$ cat src/rtl/srlatch_cmd_arbiter.sv
// Round-robin arbiter that sequences set/clear commands onto a bank of enable-gated
// SR latches (setup -> strobe -> hold) and keeps a registered shadow of the bank.
module srlatch_cmd_arbiter #(
  parameter int NREQ          = 4,
  parameter int NBIT          = 8,
  parameter int IDXW          = 3,
  parameter int STROBE_CYCLES = 1,
  localparam int IDW          = (NREQ > 1) ? $clog2(NREQ) : 1
) (
  input  logic                 clk,
  input  logic                 rst_n,
  input  logic [NREQ-1:0]      req,
  input  logic [NREQ-1:0]      op,
  input  logic [NREQ*IDXW-1:0] idx,
  output logic [NREQ-1:0]      ack,
  output logic                 err,
  output logic                 busy,
  output logic [IDW-1:0]       grant_id,
  output logic [NBIT-1:0]      lat_e,
  output logic [NBIT-1:0]      lat_s,
  output logic [NBIT-1:0]      lat_r,
  output logic [NBIT-1:0]      shadow
);

  localparam int CNTW = (STROBE_CYCLES > 1) ? $clog2(STROBE_CYCLES) : 1;

  typedef enum logic [1:0] {IDLE, SETUP, STROBE, HOLD} state_t;

  state_t            state, state_next;
  logic [IDW-1:0]    rr_ptr, rr_next, id_next, win;
  logic              cur_op, op_next, sel_op, found;
  logic [IDXW-1:0]   cur_idx, idx_next, sel_idx;
  logic [CNTW-1:0]   cnt, cnt_next;
  logic [NBIT-1:0]   mask_cur, mask_next, shadow_next, e_next, s_next, r_next;
  logic [NREQ-1:0]   ack_next;
  logic              err_next;

  // Round-robin search: first pass covers rr_ptr..NREQ-1, second pass wraps to 0.
  always_comb begin
    found   = 1'b0;
    win     = '0;
    sel_op  = 1'b0;
    sel_idx = '0;
    for (int i = 0; i < NREQ; i++) begin
      if (!found && req[i] && i >= int'(rr_ptr)) begin
        found   = 1'b1;
        win     = IDW'(i);
        sel_op  = op[i];
        sel_idx = idx[i*IDXW +: IDXW];
      end
    end
    for (int i = 0; i < NREQ; i++) begin
      if (!found && req[i]) begin
        found   = 1'b1;
        win     = IDW'(i);
        sel_op  = op[i];
        sel_idx = idx[i*IDXW +: IDXW];
      end
    end
  end

  always_comb begin
    state_next  = state;
    rr_next     = rr_ptr;
    id_next     = grant_id;
    op_next     = cur_op;
    idx_next    = cur_idx;
    cnt_next    = cnt;
    ack_next    = '0;
    err_next    = 1'b0;
    shadow_next = shadow;
    case (state)
      IDLE: begin
        if (found) begin
          state_next = SETUP;
          rr_next    = (int'(win) == NREQ - 1) ? '0 : win + 1'b1;
          id_next    = win;
          op_next    = sel_op;
          idx_next   = sel_idx;
        end
      end
      SETUP: begin
        cnt_next   = '0;
        // An out-of-range index has an all-zero mask and skips the strobe.
        state_next = (|mask_cur) ? STROBE : HOLD;
      end
      STROBE: begin
        if (cnt == CNTW'(STROBE_CYCLES - 1)) state_next = HOLD;
        else                                 cnt_next   = cnt + 1'b1;
      end
      HOLD: begin
        state_next = IDLE;
        for (int i = 0; i < NREQ; i++) begin
          if (int'(grant_id) == i) ack_next[i] = 1'b1;
        end
        err_next    = ~|mask_cur;
        shadow_next = cur_op ? (shadow | mask_cur) : (shadow & ~mask_cur);
      end
      default: state_next = IDLE;
    endcase
  end

  // Latch drives are decoded from the next state so they register with it;
  // s and r come from one op bit, so they can never both be high.
  always_comb begin
    for (int b = 0; b < NBIT; b++) begin
      mask_cur[b]  = (int'(cur_idx) == b);
      mask_next[b] = (int'(idx_next) == b);
    end
    e_next = (state_next == STROBE) ? mask_next : '0;
    s_next = (state_next != IDLE && op_next)  ? mask_next : '0;
    r_next = (state_next != IDLE && !op_next) ? mask_next : '0;
  end

  always_ff @(posedge clk or negedge rst_n) begin
    if (!rst_n) begin
      state    <= IDLE;
      rr_ptr   <= '0;
      cnt      <= '0;
      grant_id <= '0;
      ack      <= '0;
      err      <= 1'b0;
      busy     <= 1'b0;
      lat_e    <= '0;
      lat_s    <= '0;
      lat_r    <= '0;
      shadow   <= '0;
    end else begin
      state    <= state_next;
      rr_ptr   <= rr_next;
      cnt      <= cnt_next;
      grant_id <= id_next;
      ack      <= ack_next;
      err      <= err_next;
      busy     <= (state_next != IDLE);
      lat_e    <= e_next;
      lat_s    <= s_next;
      lat_r    <= r_next;
      shadow   <= shadow_next;
    end
  end

  always_ff @(posedge clk) begin
    cur_op  <= op_next;
    cur_idx <= idx_next;
  end

endmodule

$ cat config.mk
export PLATFORM = sky130hd
export DESIGN_NAME = srlatch_cmd_arbiter
export DESIGN_NICKNAME = d
export VERILOG_FILES = /design/src/rtl/srlatch_cmd_arbiter.sv
export SDC_FILE = /design/constraint.sdc
export NUM_CORES = 1
export LEC_CHECK = 0
export BUFFER_PORTS_ARGS = -buffer_cell sky130_fd_sc_hd__buf_2
export CAP_MARGIN = 15
export CORE_MARGIN = 2
export CORE_UTILIZATION = 54
export CTS_BUF_LIST = sky130_fd_sc_hd__clkbuf_2
export DETAILED_ROUTE_END_ITERATION = 7
export GPL_TIMING_DRIVEN = 0
export PLACE_DENSITY = 0.92
export RECOVER_POWER = 25
export SLEW_MARGIN = 20
export SYNTH_ARGS = -nofsm -noshare
export SYNTH_HDL_FRONTEND = slang
export SYNTH_SLANG_ARGS = --single-unit
$ cat constraint.sdc
create_clock -name clk -period 2.65 [get_ports clk]
set_clock_uncertainty 0.15 [all_clocks]
set_input_delay 0.1325 -clock clk [delete_from_list [all_inputs] [get_ports clk]]
set_output_delay 0.1325 -clock clk [all_outputs]
set_load 0.1 [all_outputs]
==> results of run 1 <==
## repair_timing
item	in CTS	in global routing
hold buffers	6	0
buffers inserted	0	3
endpoints found under the hold margin	47	0
setup endpoints to repair	0	17
## cell type report
class | instances | area [um2]
flip-flops and latches | 48 | 1180
clock buffers | 5 | 25.0
multi-input cells | 144 | 1020
well taps | 50 | 62.6
inverters | 9 | 36.3
plain buffers | 12 | 62.6
repair buffers | 70 | 388
fillers | 282 | 1210
clock inverters | 3 | 68.8
## per-stage QoR
stage                     hold WS [ns]  utilization [%]
after global placement           0.163             65.8
after global routing            0.0113             70.1
after CTS                       0.0210             69.6
final                           0.0269             70.1
after floorplan                 -0.313                -
after detailed placement         0.187             65.8
## cells in the final DEF, fill, tap and decap left out, types with 2 or more instances in the layout
cell type	n
sky130_fd_sc_hd__a21oi_1	6
sky130_fd_sc_hd__buf_4	3
sky130_fd_sc_hd__nor3_1	9
sky130_fd_sc_hd__dlygate4sd3_1	6
sky130_fd_sc_hd__clkbuf_1	3
sky130_fd_sc_hd__o21ai_0	3
sky130_fd_sc_hd__or2_1	2
sky130_fd_sc_hd__o221a_2	3
sky130_fd_sc_hd__clkbuf_2	6
sky130_fd_sc_hd__and3b_1	5
sky130_fd_sc_hd__ha_1	4
sky130_fd_sc_hd__o32ai_2	2
sky130_fd_sc_hd__o22ai_1	2
sky130_fd_sc_hd__nand4b_1	2
sky130_fd_sc_hd__inv_1	8
sky130_fd_sc_hd__nand3_1	5
sky130_fd_sc_hd__a211oi_1	2
sky130_fd_sc_hd__a31oi_1	4
sky130_fd_sc_hd__nor3_2	10
sky130_fd_sc_hd__nand2b_1	9
sky130_fd_sc_hd__dfxtp_1	4
sky130_fd_sc_hd__dfrtp_1	44
sky130_fd_sc_hd__nor2_1	18
sky130_fd_sc_hd__bufinv_16	2
sky130_fd_sc_hd__o21a_1	2
sky130_fd_sc_hd__buf_2	68
sky130_fd_sc_hd__and2_1	2
sky130_fd_sc_hd__mux2_2	9
sky130_fd_sc_hd__nor2b_1	2
sky130_fd_sc_hd__a22o_1	2
sky130_fd_sc_hd__nand2_1	13
sky130_fd_sc_hd__nor3b_1	4
sky130_fd_sc_hd__o31ai_1	2
## worst min path at each step
stage | start | end | slack [ns]
final | idx[4] | cur_idx[1] | 0.03
after global routing | idx[0] | cur_idx[0] | 0.01
after CTS | idx[5] | cur_idx[2] | 0.02
after detailed placement | rst_n | err | 0.19
after global placement | rst_n | err | 0.16
after floorplan | rst_n | asynchronous set/reset pin | -0.31
## per-layer routing
layer / share of wire, % / wire length [um] / vias up / track usage (%)
met2: 48 / 2540 / 96 / 36.9
met3: 5.8 / 304 / 21 / 5.23
li1: - / - / 912 / -
met4: 3.4 / 180 / 0 / 10.2
met1: 43 / 2250 / 901 / 26.8
met5: 0 / 0 / - / 0
## cells by family (layout without fill, tap and decap cells)
group | count (synthesis) | in the layout | share of synthesized area (%)
simple gates | 89 | 89 | 23.4
flops | 48 | 48 | 51.3
compound gates | 41 | 41 | 14.2
buf+inv | 21 | 99 | 4.30
mux | 9 | 9 | 4.40
fa+ha+maj | 4 | 4 | 2.18
other cells | 1 | 1 | 0.163
## critical path, stage by stage (launching register included)
cell and delay [ns]:
sky130_fd_sc_hd__dfrtp_1 0.50, sky130_fd_sc_hd__or3b_1 0.38, sky130_fd_sc_hd__a311oi_2 0.46, sky130_fd_sc_hd__a22o_1 0.22, sky130_fd_sc_hd__o32ai_2 0.11, sky130_fd_sc_hd__nand2b_1 0.31
sky130_fd_sc_hd__nor3_1 0.23
==> results.txt, run 1 <==
- The run finished with clean final reports.
* Synthesized Nets: 239
- Cell taking the most area after synthesis: sky130_fd_sc_hd__dfrtp_1
- For this run, the register share of the synthesized area comes to 51.3%.
- Dividing the detail-routed via count by the number of cells gives 5.66.
- Avg Cell Area, Syn: roughly 11 um2
- The final critical path takes up 92.1% of the cycle.
- Area of the die: 4800 um2
* Number of placed instances with taps included: between 300 and 400
- Setup slack at placement: 0.197 ns
- Once routing completed, OpenROAD measured the worst setup slack at approximately 0.21 ns.
- The most used flip-flop cell after synthesis is sky130_fd_sc_hd__dfrtp_1.
- The floorplan has 23 rows.
* Wire length per cell: ~15 um
- Setup crit end: lat_r[4]
- Count of unresolved DRC violations after routing: 0
- In this run, synthesis inferred 0 flip-flops with an integrated enable.
- Relative to the synthesized area, the layout overhead comes to 23.7%.
- For the worst setup path, the data arrival time is around 2.6 ns.
- Crit. End Element: flop
* Global-route wire length before repair: 8.48 mm
- The startpoint identified for the worst register-to-register timing path is rr_ptr[0].
* Placement Cell Area: approximately 2700 um2
- The detailed router finished its first iteration with 103 violations.
- First-pass DRT Iterations: 4
* Post-synthesis cell area: 2300 um2
- Data required time of the critical path: 2.85 ns
- Number of clock buffers inserted by TritonCTS: 5
- Setup crit start kind: flop
- Setup total negative slack on the finished layout was measured at 0 ns.
- Overflow left after global routing: 0
- Most common cell in the synthesized netlist: sky130_fd_sc_hd__dfrtp_1
- The worst hold path was traced through 4 stages.
* Critical Path Fanout Max: 8
* Path depth of the worst reg2reg path: 6
- Height of the die: roughly 70 um
* Final Instance Count excl. Fillers: around 340
* Ranking of synthesized cells by instance count: sky130_fd_sc_hd__dfrtp_1 (44), sky130_fd_sc_hd__nor2_1 (18), sky130_fd_sc_hd__nand2_1 (13)
- Final WL: 5.27 mm
- Synth unique cells: 53
* Yosys warnings: 0
- The critical path starts at rr_ptr[0].
* Pin count of the biggest net entering global routing: 45
- The initial utilization of the core area, before any placement, comes to a little under three fifths.
- The count of final hold-check violations came to 0.
* Setup violations, final: 0
* Detailed placer's ending HPWL: 3.80 mm
* Async SR Flop Fraction: 91.7%
- At the end of routability-driven placement, the weighted congestion stood at 0.970.
- At the pin with the least slew margin, the transition time is 1.08 ns.
- Count of vias placed by the detailed router: 1,930
- Count of antenna diodes in the layout: 0
- The H-tree was split into 2 levels.
- Die span in x: about 69 um
- The endpoint identified for the worst register-to-register timing path is lat_r[4].
- The number of pins exceeding their max-slew limit in the final report is 0.
- Based on the critical path, the design can be clocked at up to 410 MHz.
- Counting every sink on the clock net gives 48.
- The core region is 4060 um2.
- CTS root buffer: sky130_fd_sc_hd__clkbuf_2
- Number of flip-flops and latches in the synthesized netlist: 48
- Vias in the first global route: 1,845
- Instance count of the mapped netlist: 213
- In this run the tightest slew margin relative to its limit is 28.3%.
- Classification of the worst setup path: flop to flop
- Design area: around 2800 um2
* Min cycle time layout: 2.44 ns
- The min-delay analysis places its worst path in the category input pin to flop.
- Port buffering added 61 buffers.
- In this run the biggest area consumer among cell types represents 47.9% of the synthesized area.
* All-layer global routing usage: 22.0%
- By area the synthesized netlist is led by sky130_fd_sc_hd__dfrtp_1 (48%), sky130_fd_sc_hd__mux2_2 (4.4%), sky130_fd_sc_hd__nor3_2 (4.4%).
- Clock tree from TritonCTS: yes
* Post-CTS sizing: 0
* Maximum buffer depth of the clock tree: 2
- Antenna Nets Post-Route: 0
* Internal reg-to-reg setup slack: 0.21 ns
- Setup repair after global routing left no endpoint under its margin.
- During I/O placement, the number of pins put on the boundary was 62.
- Clock slew at reported path FFs: 0.26 ns
- Share of post-route cells with drive strength above 1: about two fifths
- Worst skew pair latency: 0.43 ns
* Initial antenna violation count: 0
* Reported max-cap violation count: 0
* Layout Nets: 316
Power of run 1 is left out: the tool's default activity adds up to more than one toggle a clock period on the data nets, which glitch-free logic cannot reach.
==> inputs of run 2 (changes only) <==
RECOVER_POWER = 50   (was 25)
==> run 2 against run 1 <==
Against the previous run:
- via count down 0.88%
- first-iteration DRC count grew 0.97%
- critical path depth did not move
- global-route usage unchanged
- maximum frequency is 0.19% lower
- sequential share of layout area is 0.28 points higher
- wire length shrank 0.95%
- worst hold slack got worse by 0.0035 ns
- final area down 0.66%
- register-to-register slack about the same
- clock-buffer cell count stayed put
- core utilization shrank 0.46 points
- largest cell class unchanged
==> results.txt, run 2 (synthesis results as in run 1) <==
* Post-CTS sizing: 0
* Number of clock buffers inserted by TritonCTS: 5
* I/O pin total: 62
* HP Class: input pin to flop
* Area delta synth->final: 22.8%
- Cells with a size suffix above 1 make up 33.0% of the layout.
* Routability Congestion: between 0.9 and 1
* Most common library cell in the layout ignoring fill and taps: sky130_fd_sc_hd__buf_2
* Final total negative setup slack: 0 ns
- Final WL: 5.22 mm
- From bottom edge to top edge, the die measures 69.3 um.
- Of the available clock period, the critical path in the final layout requires 92.3%.
- Crit. End Element: flop
* Cell-by-cell trace of the critical path: or3b_1 > a311oi_2 > a22o_1 > o32ai_2 > nand2b_1 > nor3_1
* CTS root buffer: sky130_fd_sc_hd__clkbuf_2
* Die span in x: between 60 and 70 um
* Reported max-cap violation count: 0
* Count of vias placed by the detailed router: roughly 1,900
- The via count of the first global-routing pass was 1,845.
- For this run, the detailed router's first-pass iteration total came to 4.
- Data on the critical path arrives at its endpoint at 2.65 ns.
- The floorplan step defined a die boundary enclosing between 4000 and 5000 um2.
- In the global route stage, overall resource usage came out at between 20% and 30%.
* Core footprint: roughly 4100 um2
* Critical Path Fanout Max: 8
* Top library cells by usage in the layout, fill and taps aside: sky130_fd_sc_hd__buf_2 (53), sky130_fd_sc_hd__dfrtp_1 (44), sky130_fd_sc_hd__clkbuf_1 (18), sky130_fd_sc_hd__nor2_1 (18), sky130_fd_sc_hd__nand2_1 (13)
* Wire length per cell: about 15 um
* Setup repair after global routing missed its margin: false
- The filler cells instantiated in the layout total 291.
- DRC marker count from the first detailed-route iteration: around 100
- The worst setup path is of the flop to flop kind.
* Count of unresolved DRC violations after routing: 0
* Min cycle time layout: 2.45 ns
- Setup violations, final: 0
* Clock slew at reported path FFs: between 0.2 and 0.3 ns
- Input/output buffers: 61
* Maximum buffer depth of the clock tree: 2
- Initial antenna violation count: 0
- The worst setup path is launched from a flop.
- For the pin with the worst max-slew slack, the measured transition is 1.17 ns.
* Slowest library cell on the worst path: sky130_fd_sc_hd__dfrtp_1
- After detailed routing, the number of vias per cell comes to 5.61.
* Clock tree from TritonCTS: yes
- The clock reaches the later pin of the worst-skew pair after around 0.43 ns.
- Max frequency: approximately 400 MHz
- Starting utilization of the core area: 56.7%
- Data required time of the critical path: 2.86 ns
- The run finished with clean final reports.
* Worst rel slew slack: 22.3%
- Number of failing hold endpoints at the final stage: 0
- Detailed placer's ending HPWL: 3.80 mm
- CTS built an H-tree with a depth of 2.
- Pin count of the biggest net entering global routing: 45
- Layout Nets: approximately 320
- Global-route wire length before repair: 8.48 mm
* Row Count: 23
- Antenna Nets Post-Route: 0
* Sink count of the clock tree: 48
* Largest stage delay, worst path: 0.50 ns
* Final number of max-transition violations: 0
* Overflow left after global routing: 0
- Count of antenna diodes in the layout: 0
-- run 2: changes by cell type in the layout (fill, tap and decap cells not counted) --
cell / previous run / this run
sky130_fd_sc_hd__buf_2: 68 / 53
sky130_fd_sc_hd__clkbuf_1: 3 / 18
-- run 2: worst max-delay path, delay by kind of cell, from the launching register on --
kind             cells  cell delay [ns]
AO/OA/AOI/OAI        3             0.79
flip-flops           1             0.50
AND/OR/NAND/NOR      3             0.92
-- run 2: final timing paths --
kind | from | to | slack, ns | depth (start not counted)
setup / recovery | rr_ptr[0] | lat_r[4] | 0.20 | 6
hold / removal | idx[4] | cur_idx[1] | 0.02 | 4
setup reg to reg | rr_ptr[0] | lat_r[4] | 0.20 | 6
hold reg to reg | flop | flop | 0.38 | 1
max in group asynchronous | rst_n | lat_r[5] | 1.48 | 2
min in group asynchronous | rst_n | asynchronous set/reset pin | 0.23 | 2
-- run 2: per-layer routing --
metal | global-route usage (%) | share of wire, % | vias to the layer above
met2 | 36.9 | 48 | 93
li1 | - | - | 914
met5 | 0 | 0 | -
met3 | 5.23 | 6.0 | 22
met1 | 26.8 | 43 | 884
met4 | 10.2 | 3.7 | 0
-- run 2: per-stage QoR --
stage	area (um2)	util (%)	setup WS [ns]	hold slack (ns)	cells
6_report	2830	69.7	0.204	0.0234	341
5_1_grt	2830	69.7	0.0674	0.0113	341
4_1_cts	2820	69.6	0.103	0.0210	338
3_5_place_dp	2670	65.8	0.197	0.187	324
3_3_place_gp	2670	65.8	0.295	0.163	324
2_1_floorplan	2300	-	0.550	-0.313	213
-- run 2: final cells by class --
| type | count | area [um2] | area share, % |
|---|---|---|---|
| clock buffer | 5 | 25.0 | 0.885 |
| clock inverter | 3 | 68.8 | 2.43 |
| tap | 50 | 62.6 | 2.21 |
| multi-input combinational | 144 | 1020 | 36.1 |
| inverter | 9 | 36.3 | 1.28 |
| timing repair buffer | 70 | 369 | 13.1 |
| buffer | 12 | 62.6 | 2.21 |
| sequential | 48 | 1180 | 41.8 |
-- run 2: timing repair --
item | 4_1_cts | 5_1_grt
hold buffers | 6 | 0
setup buffers | 0 | 3
endpoints found under the setup margin | 0 | 17
endpoints found under the hold margin | 47 | 0
Power of run 2 is left out for the same reason.
